==> config.mk <==
export PLATFORM = sky130hd
export DESIGN_NAME = bf_syndrome_sched
export DESIGN_NICKNAME = d
export VERILOG_FILES = /design/src/rtl/bf_syndrome_sched.sv
export SDC_FILE = /design/constraint.sdc
export NUM_CORES = 1
export LEC_CHECK = 0
export ABC_AREA = 1
export BUFFER_PORTS_ARGS = -buffer_cell sky130_fd_sc_hd__buf_4
export CAP_MARGIN = 40
export CORE_AREA = 2 2 211 213
export CTS_BUF_LIST = sky130_fd_sc_hd__clkbuf_4
export DETAILED_ROUTE_END_ITERATION = 8
export DIE_AREA = 0 0 213 215
export HOLD_SLACK_MARGIN = 0.02
export PLACE_DENSITY = 0.42
export SYNTH_ARGS = -nofsm -noshare
export SYNTH_HDL_FRONTEND = slang
export SYNTH_SLANG_ARGS = --single-unit
==> constraint.sdc <==
create_clock -name clk -period 2.13 [get_ports clk]
set_clock_uncertainty 0.2 [all_clocks]
set_input_delay 0.426 -clock clk [delete_from_list [all_inputs] [get_ports clk]]
set_output_delay 0.426 -clock clk [all_outputs]
set_load 0.01 [all_outputs]
==> src/rtl/bf_syndrome_sched.sv <==
// Iteration scheduler for the LDPC bit-flipping decoder: scans the syndrome through the shared
// popcount, accumulates its weight and decides between success, failure or another flip pass.
module bf_syndrome_sched #(
  parameter int unsigned NCHUNK   = 4,
  parameter int unsigned CHUNK_AW = 2,
  parameter int unsigned MAX_ITER = 20,
  parameter int unsigned ITER_W   = 5,
  parameter int unsigned WGT_W    = 11
) (
  input  logic                clk,
  input  logic                rst,
  input  logic                start,
  output logic                busy,
  output logic                syn_rd_en,
  output logic [CHUNK_AW-1:0] syn_rd_addr,
  input  logic [255:0]        syn_rd_data,
  output logic [255:0]        pc_data,
  input  logic [8:0]          pc_sum,
  output logic                flip_req,
  input  logic                flip_done,
  output logic [ITER_W-1:0]   iter_cnt,
  output logic [WGT_W-1:0]    weight,
  output logic                done,
  output logic                success
);

  localparam logic [CHUNK_AW-1:0] LastAddr = CHUNK_AW'(NCHUNK - 1);
  localparam logic [ITER_W-1:0]   MaxIter  = ITER_W'(MAX_ITER);

  typedef enum logic [2:0] {StIdle, StScan, StWait, StDecide, StFlip} state_e;

  state_e              r_state, w_state_nxt;
  logic [CHUNK_AW-1:0] r_addr, w_addr_nxt;
  logic                r_vld;
  logic [WGT_W-1:0]    r_acc, w_acc_nxt;
  logic [WGT_W-1:0]    r_weight, w_weight_nxt;
  logic [ITER_W-1:0]   r_iter, w_iter_nxt;
  logic                r_success, w_success_nxt;
  logic                r_flip_first, w_flip_first_nxt;

  assign pc_data     = syn_rd_data;
  assign busy        = (r_state != StIdle);
  assign syn_rd_addr = r_addr;
  assign iter_cnt    = r_iter;
  assign weight      = r_weight;

  always_comb begin
    w_state_nxt      = r_state;
    w_addr_nxt       = r_addr;
    w_acc_nxt        = r_vld ? (r_acc + {{(WGT_W-9){1'b0}}, pc_sum}) : r_acc;
    w_weight_nxt     = r_weight;
    w_iter_nxt       = r_iter;
    w_success_nxt    = r_success;
    w_flip_first_nxt = 1'b0;
    syn_rd_en        = 1'b0;
    flip_req         = 1'b0;
    done             = 1'b0;
    success          = r_success;
    unique case (r_state)
      StIdle: begin
        if (start) begin
          w_state_nxt   = StScan;
          w_addr_nxt    = '0;
          w_iter_nxt    = '0;
          w_acc_nxt     = '0;
          w_success_nxt = 1'b0;
        end
      end
      StScan: begin
        syn_rd_en = 1'b1;
        if (r_addr == LastAddr) begin
          w_state_nxt = StWait;
          w_addr_nxt  = '0;
        end else begin
          w_addr_nxt = r_addr + 1'b1;
        end
      end
      StWait: begin
        // Leave only once the last chunk has been folded into the accumulator.
        if (!r_vld) begin
          w_state_nxt  = StDecide;
          w_weight_nxt = r_acc;
        end
      end
      StDecide: begin
        if (r_weight == '0) begin
          done          = 1'b1;
          success       = 1'b1;
          w_success_nxt = 1'b1;
          w_state_nxt   = StIdle;
        end else if (r_iter == MaxIter) begin
          done          = 1'b1;
          success       = 1'b0;
          w_success_nxt = 1'b0;
          w_state_nxt   = StIdle;
        end else begin
          w_state_nxt      = StFlip;
          w_flip_first_nxt = 1'b1;
        end
      end
      StFlip: begin
        flip_req = r_flip_first;
        if (flip_done) begin
          w_iter_nxt  = r_iter + 1'b1;
          w_acc_nxt   = '0;
          w_addr_nxt  = '0;
          w_state_nxt = StScan;
        end
      end
      default: w_state_nxt = StIdle;
    endcase
  end

  always_ff @(posedge clk) begin
    if (rst) begin
      r_state      <= StIdle;
      r_addr       <= '0;
      r_vld        <= 1'b0;
      r_acc        <= '0;
      r_weight     <= '0;
      r_iter       <= '0;
      r_success    <= 1'b0;
      r_flip_first <= 1'b0;
    end else begin
      r_state      <= w_state_nxt;
      r_addr       <= w_addr_nxt;
      r_vld        <= syn_rd_en;
      r_acc        <= w_acc_nxt;
      r_weight     <= w_weight_nxt;
      r_iter       <= w_iter_nxt;
      r_success    <= w_success_nxt;
      r_flip_first <= w_flip_first_nxt;
    end
  end

endmodule

==> out/metrics.cfg, run 1 <==
[synth]
ys_types = 29
synth_flop_cell = dfxtp_1
synth_area_per_cell_um2 = 7.18
synth_top_area_cell = buf_4
ys_ff_latch = 35
ys_warn_count = 0
synth_area_um2 = 3990
synth_edf_count = 0
ys_top_cells_by_area = buf_4 (48%), dfxtp_1 (18%), nand2_1 (6.7%)
syn_inst = 556
synth.yosys.seq_area_share = 0.176
syn_nets = 838
synthTopCellsByCount = buf_4 (257), nand2_1 (71), inv_1 (44)
async_reset_ff_frac = 0
synth_top_area_frac = 0.483
yosys.cell_count.top_type = buf_4

[worst_hold_path]
holdCritStartpoint = flip_done
hold_class = in2reg

[final_layout]
finalNetCount = 633
area_delta_synth_final_pct = -19.2
drive_gt1_frac = 0.276
multi_input_area_um2 = 1140
final_util = 0.0739
layoutNonFillerInstCount = 945
ff_latch_area_um2 = 708
n_fill_cell = 5155

[sta]
slew-limit-headroom = 0.749
finalCritPeriodShare = 1.01
slew_violations = 0
setup_ws_ns = -0.0149
whs_ns = 0.217
fin_crit_ns = 2.14
fmax_mhz = 466
worstMarginPinSlew_ns = 0.375
setup_viol = 1
rsz0062_at_grt = yes
final-hold-violation-count = 0

[status]
status = complete, but fails checks
violations = setup timing

[floorplan]
dieArea_um2 = 45800
rows = 77
fp.coreArea_um2 = 43600
die_h_um = 215
ios = 548
dieWidth_um = 213
start_util = 0.0915

[clock_network]
clkTransAtPathRegs_ns = 0.12
postCtsHoldBufs = 0
numClockSinks = 35
numCtsBuffers = 5
cts_root_buffer = clkbuf_4
htreeDepth = 2
cts_tree = yes
clkLatencyLatePin_ns = 0.35
clock_path_buffers = 2

[route]
firstDrtPassIters = 4
drc_errors = 0
ant_nets = 0
drt_iter0_markers = 100
wl_per_cell_um = 13.3
viasPerCell = 2.61
drt-total-wl_um = 12600
vias = 2471

[grt]
grtUsageTotal = 0.0519
grt_pass1_wl_um = 16900
grt_max_degree = 21
antenna_found_initial = 1
grt_pass1_vias = 2437
overflow = 0

[setup_path]
cp_max_fo = 3
critical_path.endpoint = success
crit_arrival_ns = 1.52
r2r_setup_slack_ns = 0.16
reg2reg_to = r_success$_SDFFE_PP0P_
crit_start = weight[3]$_SDFFE_PP0P_
crit_type = reg2out
reg2reg_from = weight[3]$_SDFFE_PP0P_
cp-end-kind = primary output
cp-start-kind = register
reg2regPathDepth = 12
crit_required_ns = 1.50

[pwr]
report.power.total_mw = 2.43
power.density_nw_per_um2 = 753
leakagePower_nw = 1.28
irDropWorstVdd_mv = 0.313

[placement]
place_congestion = 0.738
dp_cells = 924
io_buffers = 35
dp_slack_ns = 0.0375
dp_hpwl_um = 10200

[flow_run]
drv_cap = 0

## cell type report
| type | count | share of cell area |
|---|---|---|
| multi-input combinational | 206 | 0.353 |
| tap | 592 | 0.230 |
| sequential | 35 | 0.220 |
| timing repair buffer | 50 | 0.116 |
| inverter | 53 | 0.0625 |
| clock buffer | 7 | 0.0163 |
| clock inverter | 1 | 0.00155 |
| antenna | 1 | 0.000776 |
## power by group
group | switching [mW] | internal (mW)
clock network | 0.244 | 0.154
logic | 0.750 | 0.438
registers | 0.0792 | 0.763
total | 1.07 | 1.36
## layout by cell type (no fill, tap or decap)
| master | Yosys | final |
|---|---|---|
| nor3_1 | 6 | 6 |
| inv_2 | 8 | 13 |
| a221oi_1 | 1 | 1 |
| inv_4 | 1 | 1 |
| diode_2 | 0 | 1 |
| o21ai_0 | 6 | 6 |
| buf_4 | 257 | 50 |
| nor2_2 | 1 | 2 |
| nor2_1 | 33 | 32 |
| nor3_2 | 2 | 2 |
| nor2_8 | 1 | 1 |
| ha_1 | 12 | 12 |
| clkinv_2 | 0 | 1 |
| a21boi_0 | 1 | 1 |
| a21oi_1 | 22 | 21 |
| xor2_1 | 1 | 1 |
| dfxtp_2 | 0 | 6 |
| o21ai_1 | 6 | 6 |
| clkbuf_4 | 0 | 7 |
| fa_1 | 1 | 1 |
| a21oi_2 | 0 | 1 |
| a221oi_2 | 6 | 6 |
| dfxtp_1 | 35 | 29 |
| nand2_4 | 1 | 1 |
| and3_1 | 1 | 1 |
| nand2_1 | 71 | 70 |
| nand4_1 | 7 | 7 |
| nand3_1 | 22 | 22 |
| nand2_2 | 4 | 5 |
| inv_1 | 44 | 39 |
| nor2_4 | 1 | 1 |
## kinds of logic (layout without fill, tap and decap cells)
family	after synthesis	after routing	synth area share
xor gates and xnor gates	1	1	0.00219
adders and majority gates	13	13	0.0426
other	0	1	0
DFF	35	35	0.176
and+or+nand+nor	150	150	0.169
AOI/OAI and AO/OA	42	42	0.0693
buffers and inverters	315	111	0.541
## worst min path at each step
stage | slack [ns] | to | cells after the start
after detailed placement | 0.27 | weight[2]$_SDFFE_PP0P_ | 2
after global placement | 0.28 | weight[9]$_SDFFE_PP0P_ | 2
after CTS | 0.21 | r_state[2]$_SDFFE_PP0P_ | 4
after floorplan | 0.27 | r_success$_SDFFE_PP0P_ | 2
final | 0.22 | r_state[2]$_SDFFE_PP0P_ | 4
after global routing | 0.22 | r_state[2]$_SDFFE_PP0P_ | 4
## registers in the layout, summed over array words and instances, names as in the netlist
signal,flops
r_success,1
r_state,3
iter_cnt,5
r_vld,1
syn_rd_addr,2
r_acc,11
r_flip_first,1
weight,11
## worst max-delay path: stages, from the launching register on
cell	delay, ns
dfxtp_2	0.34
inv_2	0.06
nand4_1	0.14
nor2_2	0.18
nand2_2	0.12
nand2_1	0.09
nand2_1	0.07
nand2_1	0.06
buf_4	0.11
## metal layers
layer / up-vias / wire [um] / track usage / share of wire
met2: 243 / 5340 / 0.0744 / 0.43
met3: 140 / 1960 / 0.0292 / 0.16
met1: 1016 / 3830 / 0.0475 / 0.31
met5: - / 0 / 0 / 0
met4: 0 / 1420 / 0.0625 / 0.11
li1: 1072 / - / - / -
## through the flow
stage	TNS, ns	instance area [um2]
after floorplan	0	3990
after global placement	0	3060
after detailed placement	0	3060
after CTS	-0.0284	3200
after global routing	-0.256	3220
final	-0.0149	3220
## timing repair
item | CTS | global route
buffers inserted | 10 | 3
hold endpoints to repair | 0 | 0
setup endpoints to repair | 2 | 3
pin swaps | 4 | 2
gates resized for setup | 12 | 2
Note: power is estimated with default switching activity, not from simulation.
==> run 2: changes to the inputs <==
CORE_AREA = 2 2 215 217   (was 2 2 211 213)
DIE_AREA = 0 0 217 219   (was 0 0 213 215)
clock period = 1.9 ns   (was 2.13 ns; I/O delays follow)
==> run 2 against run 1 <==
Against the previous run: non-clock buffer count grew 1; highest routed layer unchanged; final cell count grew 0.85%; the run still ends with setup timing left; setup slack lost 0.13 ns; largest power group unchanged; critical endpoint unchanged; routed wire length grew 28%; clock power grew 10%; clock-buffer cell count shrank 1; cell area grew 1.8%; global-route usage grew 1.1 points; sequential share of layout area shrank 0.27 points; combinational power grew 16%.
==> out/metrics.cfg, run 2 (synthesized netlist as in run 1, its figures left out) <==
[status]
status = complete, but fails checks
violations = setup timing

[final_layout]
antenna_cells = 0  ; -1
final_cell_mix = nand2_1 (66), buf_4 (49), inv_1 (39)
finalNetCount = 634  ; +0.16%
area_delta_synth_final_pct = -17.8
ff_latch_area_um2 = 712  ; +0.53%
layout_commonest_cell = nand2_1
multi_input_area_um2 = 1170  ; +2.7%
n_fill_cell = 5361  ; +4.0%
drive_gt1_frac = 0.306  ; +0.0304

[route]
firstDrtPassIters = 4  ; unchanged
ant_nets = 0  ; unchanged
wl_per_cell_um = 16.8  ; +27%
drc_errors = 0  ; unchanged
drt_iter0_markers = 56  ; -44%
drt-total-wl_um = 16000  ; +28%
viasPerCell = 2.56  ; -2.0%
vias = 2441  ; -1.2%

[sta]
finalCritPeriodShare = 1.08
fin_crit_ns = 2.04
setup_viol = 2  ; +1
finalSetupTns_ns = -0.286  ; -0.271 ns
setup_ws_ns = -0.144  ; -0.130 ns
final-hold-violation-count = 0  ; unchanged
rsz0062_at_grt = yes
slew-limit-headroom = 0.695  ; -0.0532
worstMarginPinSlew_ns = 0.454  ; +0.0793 ns
slew_violations = 0  ; unchanged
fmax_mhz = 489

[grt]
grt_pass1_vias = 2463  ; +1.1%
antenna_found_initial = 0  ; -1
grt_pass1_wl_um = 20600  ; +22%
grt_max_degree = 21  ; unchanged
overflow = 0  ; unchanged
grtUsageTotal = 0.0634  ; +0.0115

[pwr]
leakagePower_nw = 1.29  ; +0.89%
irDropWorstVdd_mv = 0.289  ; -7.4%
power.density_nw_per_um2 = 845  ; +12%

[clock_network]
postCtsHoldBufs = 0  ; unchanged
clock_path_buffers = 2  ; unchanged
cts_root_buffer = clkbuf_4
clkLatencyLatePin_ns = 0.35  ; about the same
numCtsBuffers = 5  ; unchanged
numClockSinks = 35  ; unchanged
clkTransAtPathRegs_ns = 0.12  ; about the same
cts_tree = yes
htreeDepth = 2  ; unchanged

[worst_hold_path]
hold_class = in2reg
whs_path_depth = 4  ; unchanged

[floorplan]
rows = 78  ; +1.3%
fp.coreArea_um2 = 45100  ; +3.3%
dieArea_um2 = 47500  ; +3.8%
die_h_um = 219  ; +1.9%
start_util = 0.0885  ; -0.00293
ios = 548  ; unchanged
dieWidth_um = 217  ; +1.9%

[setup_path]
crit_type = reg2out
crit_required_ns = 1.32  ; -0.18 ns
reg2regPathDepth = 10  ; -2
cp-end-kind = primary output
crit_arrival_ns = 1.46  ; -0.06 ns
cp_max_fo = 3  ; unchanged
cp-start-kind = register

[placement]
dp_slack_ns = -0.137  ; -0.174 ns
dp_hpwl_um = 14000  ; +38%
place_congestion = 0.715  ; -3.0%
io_buffers = 35  ; unchanged

[flow_run]
drv_cap = 0  ; unchanged

==> run 2: through the flow <==
stage	area, um2	util	total power [mW]	hold WS (ns)	instances
final	3280	0.0728	2.77	0.166	953
after global routing	3280	0.0728	3.01	0.155	953
after CTS	3220	0.0714	2.75	0.149	950
after detailed placement	3090	0.0685	2.23	0.274	935
after global placement	3090	0.0685	2.23	0.277	935
after floorplan	3990	-	2.31	0.274	556
==> run 2: what timing repair did <==
item,4_1_cts,5_1_grt
resized for setup,13,15
buffers inserted,7,3
endpoints found under the setup margin,3,7
pin swaps,6,7
==> run 2: final timing paths <==
| path | from | slack (ns) | end |
|---|---|---|---|
| setup / recovery | iter_cnt[1]$_SDFFE_PP0P_ | -0.14 | success |
| hold / removal | start | 0.17 | r_success$_SDFFE_PP0P_ |
| setup reg to reg | r_acc[0]$_SDFF_PP0_ | 0.14 | r_acc[8]$_SDFF_PP0_ |
| hold reg to reg | weight[2]$_SDFFE_PP0P_ | 0.26 | weight[2]$_SDFFE_PP0P_ |
==> run 2: power breakdown <==
| part | total, mW | internal (mW) | leakage, nW | switching [mW] |
|---|---|---|---|---|
| sequential | 0.959 | 0.859 | 0.288 | 0.0993 |
| combinational | 1.38 | 0.527 | 0.969 | 0.850 |
| clock | 0.439 | 0.157 | 0.0317 | 0.282 |
| total | 2.77 | 1.54 | 1.29 | 1.23 |
==> run 2: area by class of cell <==
type	instances	share of cell area
Multi-Input combinational cell	206	0.356
Tap cell	600	0.229
Sequential cell	35	0.217
Timing Repair Buffer	51	0.119
Inverter	53	0.0614
Clock buffer	6	0.0137
Clock inverter	2	0.00381
==> run 2: worst max-delay path: stages (launching register included) <==
cell and delay [ns]:
dfxtp_2 0.34, inv_1 0.08, ha_1 0.15, nand4_1 0.15, nand2_1 0.12, nand2_2 0.06, nand2_2 0.07, nand2_2 0.05
buf_6 0.12
==> run 2: routing by layer <==
metal,global-route usage,vias up,share of wire
met2,0.104,274,0.47
met3,0.0668,102,0.23
met1,0.0438,990,0.25
met4,0.0390,0,0.061
met5,0,-,0
li1,-,1075,-
==> run 3: changes to the inputs <==
==> constraint.sdc (replaced) <==
create_clock -name clk -period 1.9 [get_ports clk]
set_clock_uncertainty 0.2 [all_clocks]
set_input_delay 0.38 -clock clk [delete_from_list [all_inputs] [get_ports clk]]
set_output_delay 0.38 -clock clk [all_outputs]
set_load 0.02 [all_outputs]
==> run 3 against run 2 <==
Against the previous run: the run still ends with setup timing left; die area is the same; global-route usage shrank 0.053 points; final cell count grew 0.21%; first-iteration DRC count grew 98%; cell area grew 0.38%; sequential share of layout area is essentially flat; power grew 1.9%; register-to-register slack is essentially flat; clock-buffer cell count is the same; via count grew 0.70%; fmax shrank 0.96%.
==> out/metrics.cfg, run 3 (synthesized netlist as in run 1, its figures left out) <==
[route]
wl_per_cell_um = 16.7  ; -0.56%
drt_iter0_markers = 111  ; +98%
firstDrtPassIters = 4  ; unchanged
ant_nets = 0  ; unchanged
vias = 2458  ; +0.70%
drt-total-wl_um = 16000  ; -0.35%
drc_errors = 0  ; unchanged
viasPerCell = 2.57  ; +0.49%

[final_layout]
final_cell_mix = nand2_1 (66), buf_4 (52), inv_1 (38)
layout_commonest_cell = nand2_1
antenna_cells = 0  ; unchanged
final_util = 0.0731  ; +0.000277
drive_gt1_frac = 0.310  ; +0.00391
finalNetCount = 636  ; +0.32%
area_delta_synth_final_pct = -17.5

[sta]
slew-limit-headroom = 0.727  ; +0.0318
fmax_mhz = 484  ; -0.96%
finalCritPeriodShare = 1.09  ; +0.0104
rsz0062_at_grt = yes
final-hold-violation-count = 0  ; unchanged
slew_violations = 0  ; unchanged
whs_ns = 0.0851  ; -0.0813 ns
setup_ws_ns = -0.164  ; -0.0198 ns
worstMarginPinSlew_ns = 0.407  ; -0.0474 ns
setup_viol = 3  ; +1
fin_crit_ns = 2.06  ; +0.0198 ns

[clock_network]
postCtsHoldBufs = 0  ; unchanged
clock_path_buffers = 2  ; unchanged
clkTransAtPathRegs_ns = 0.12  ; about the same
numClockSinks = 35  ; unchanged
numCtsBuffers = 5  ; unchanged
htreeDepth = 2  ; unchanged
cts_root_buffer = clkbuf_4
clkLatencyLatePin_ns = 0.36  ; about the same
cts_tree = yes

[setup_path]
reg2reg_from = r_acc[0]$_SDFF_PP0_
critical_path.endpoint = done
crit_start = weight[0]$_SDFFE_PP0P_
crit_arrival_ns = 1.48  ; +0.02 ns
cpLargestDelayFamily = simple AND/OR/NAND/NOR gates
cp_max_fo = 3  ; unchanged
worst-path-stages = 6  ; -2
reg2regPathDepth = 10  ; unchanged
r2r_setup_slack_ns = 0.15  ; about the same
crit_type = reg2out
cp-start-kind = register
reg2reg_to = r_acc[8]$_SDFF_PP0_
crit_path_max_incr_delay_ns = 0.34  ; about the same
crit_chain = inv_2 -> nand4_1 -> nor2_2 -> nand2_2 -> a21oi_1 -> buf_4
crit_required_ns = 1.32  ; about the same
cp-end-kind = primary output
cp_slowest_cell = dfxtp_2
worstPathBufferInverterCount = 2  ; unchanged

[floorplan]
start_util = 0.0885  ; unchanged
rows = 78  ; unchanged
ios = 548  ; unchanged
die_h_um = 219  ; unchanged
fp.coreArea_um2 = 45100  ; unchanged
dieWidth_um = 217  ; unchanged
dieArea_um2 = 47500  ; unchanged

[grt]
top_usage_layer = met2
use_met1 = 0.0431  ; -0.000667
grt_use_met2 = 0.103  ; -0.000958
grtUsageTotal = 0.0629  ; -0.000530
grt_max_degree = 20  ; -4.8%
overflow = 0  ; unchanged
grt_pass1_wl_um = 20400  ; -0.87%
use_met3 = 0.0667  ; -0.000139
grt_pass1_vias = 2443  ; -0.81%
antenna_found_initial = 0  ; unchanged

[pwr]
leakagePower_nw = 1.30  ; +0.78%
power.density_nw_per_um2 = 858  ; +1.5%
irDropWorstVdd_mv = 0.420  ; +45%

[placement]
dp_slack_ns = -0.157  ; -0.0202 ns
dp_hpwl_um = 14100  ; +0.39%
place_congestion = 0.720  ; +0.66%
io_buffers = 35  ; unchanged

[worst_hold_path]
whs_path_depth = 2  ; -2
hold_class = in2reg

[status]
violations = setup timing
status = complete, but fails checks

[flow_run]
drv_cap = 0  ; unchanged

run 3: worst register-to-register path, cell delays in order, from the launching register on:
cell	delay (ns)
dfxtp_2	0.34
ha_2	0.18
fa_2	0.43
nand2_2	0.10
nand3_2	0.07
nand4_1	0.10
nand2_1	0.06
nand2_1	0.05
nand3_1	0.06
nand2_1	0.07
inv_1	0.03
run 3: through the flow:
stage / cells / cell area (um2) / power (mW) / TNS (ns)
3_3_place_gp: 937 / 3110 / 2.30 / -0.330
3_5_place_dp: 937 / 3110 / 2.31 / -0.488
6_report: 955 / 3290 / 2.83 / -0.375
5_1_grt: 955 / 3290 / 3.07 / -0.769
2_1_floorplan: 556 / 3990 / 2.61 / 0
4_1_cts: 949 / 3210 / 2.80 / -0.537
run 3: final cells by class:
type / count / area, um2
clock buffer: 6 / 45.0
clock inverter: 2 / 12.5
fill: 5354 / 41800
inverter: 53 / 204
multi-input combinational: 206 / 1170
sequential: 35 / 713
tap: 600 / 751
timing repair buffer: 53 / 402
run 3: worst min path at each step:
stage / startpoint / end
floorplan: r_success$_SDFFE_PP0P_ / r_success$_SDFFE_PP0P_
global placement: weight[2]$_SDFFE_PP0P_ / weight[2]$_SDFFE_PP0P_
detailed placement: weight[4]$_SDFFE_PP0P_ / weight[4]$_SDFFE_PP0P_
CTS: rst / r_success$_SDFFE_PP0P_
global route: rst / r_success$_SDFFE_PP0P_
finish: rst / r_success$_SDFFE_PP0P_
run 3: metal layers:
layer	share of wire	wire length, um	vias up
li1	-	-	1068
met1	0.25	3920	1015
met5	0	0	-
met3	0.23	3620	100
met2	0.47	7450	275
met4	0.061	979	0
run 3: what timing repair did:
item,CTS,global route
gates resized for setup,10,18
endpoints found under the setup margin,3,10
hold endpoints to repair,0,0
buffers inserted,4,6
pin swaps,4,6
run 3: power by group:
part	internal, mW	switching [mW]
logic	0.522	0.908
registers	0.859	0.102
clock network	0.157	0.279
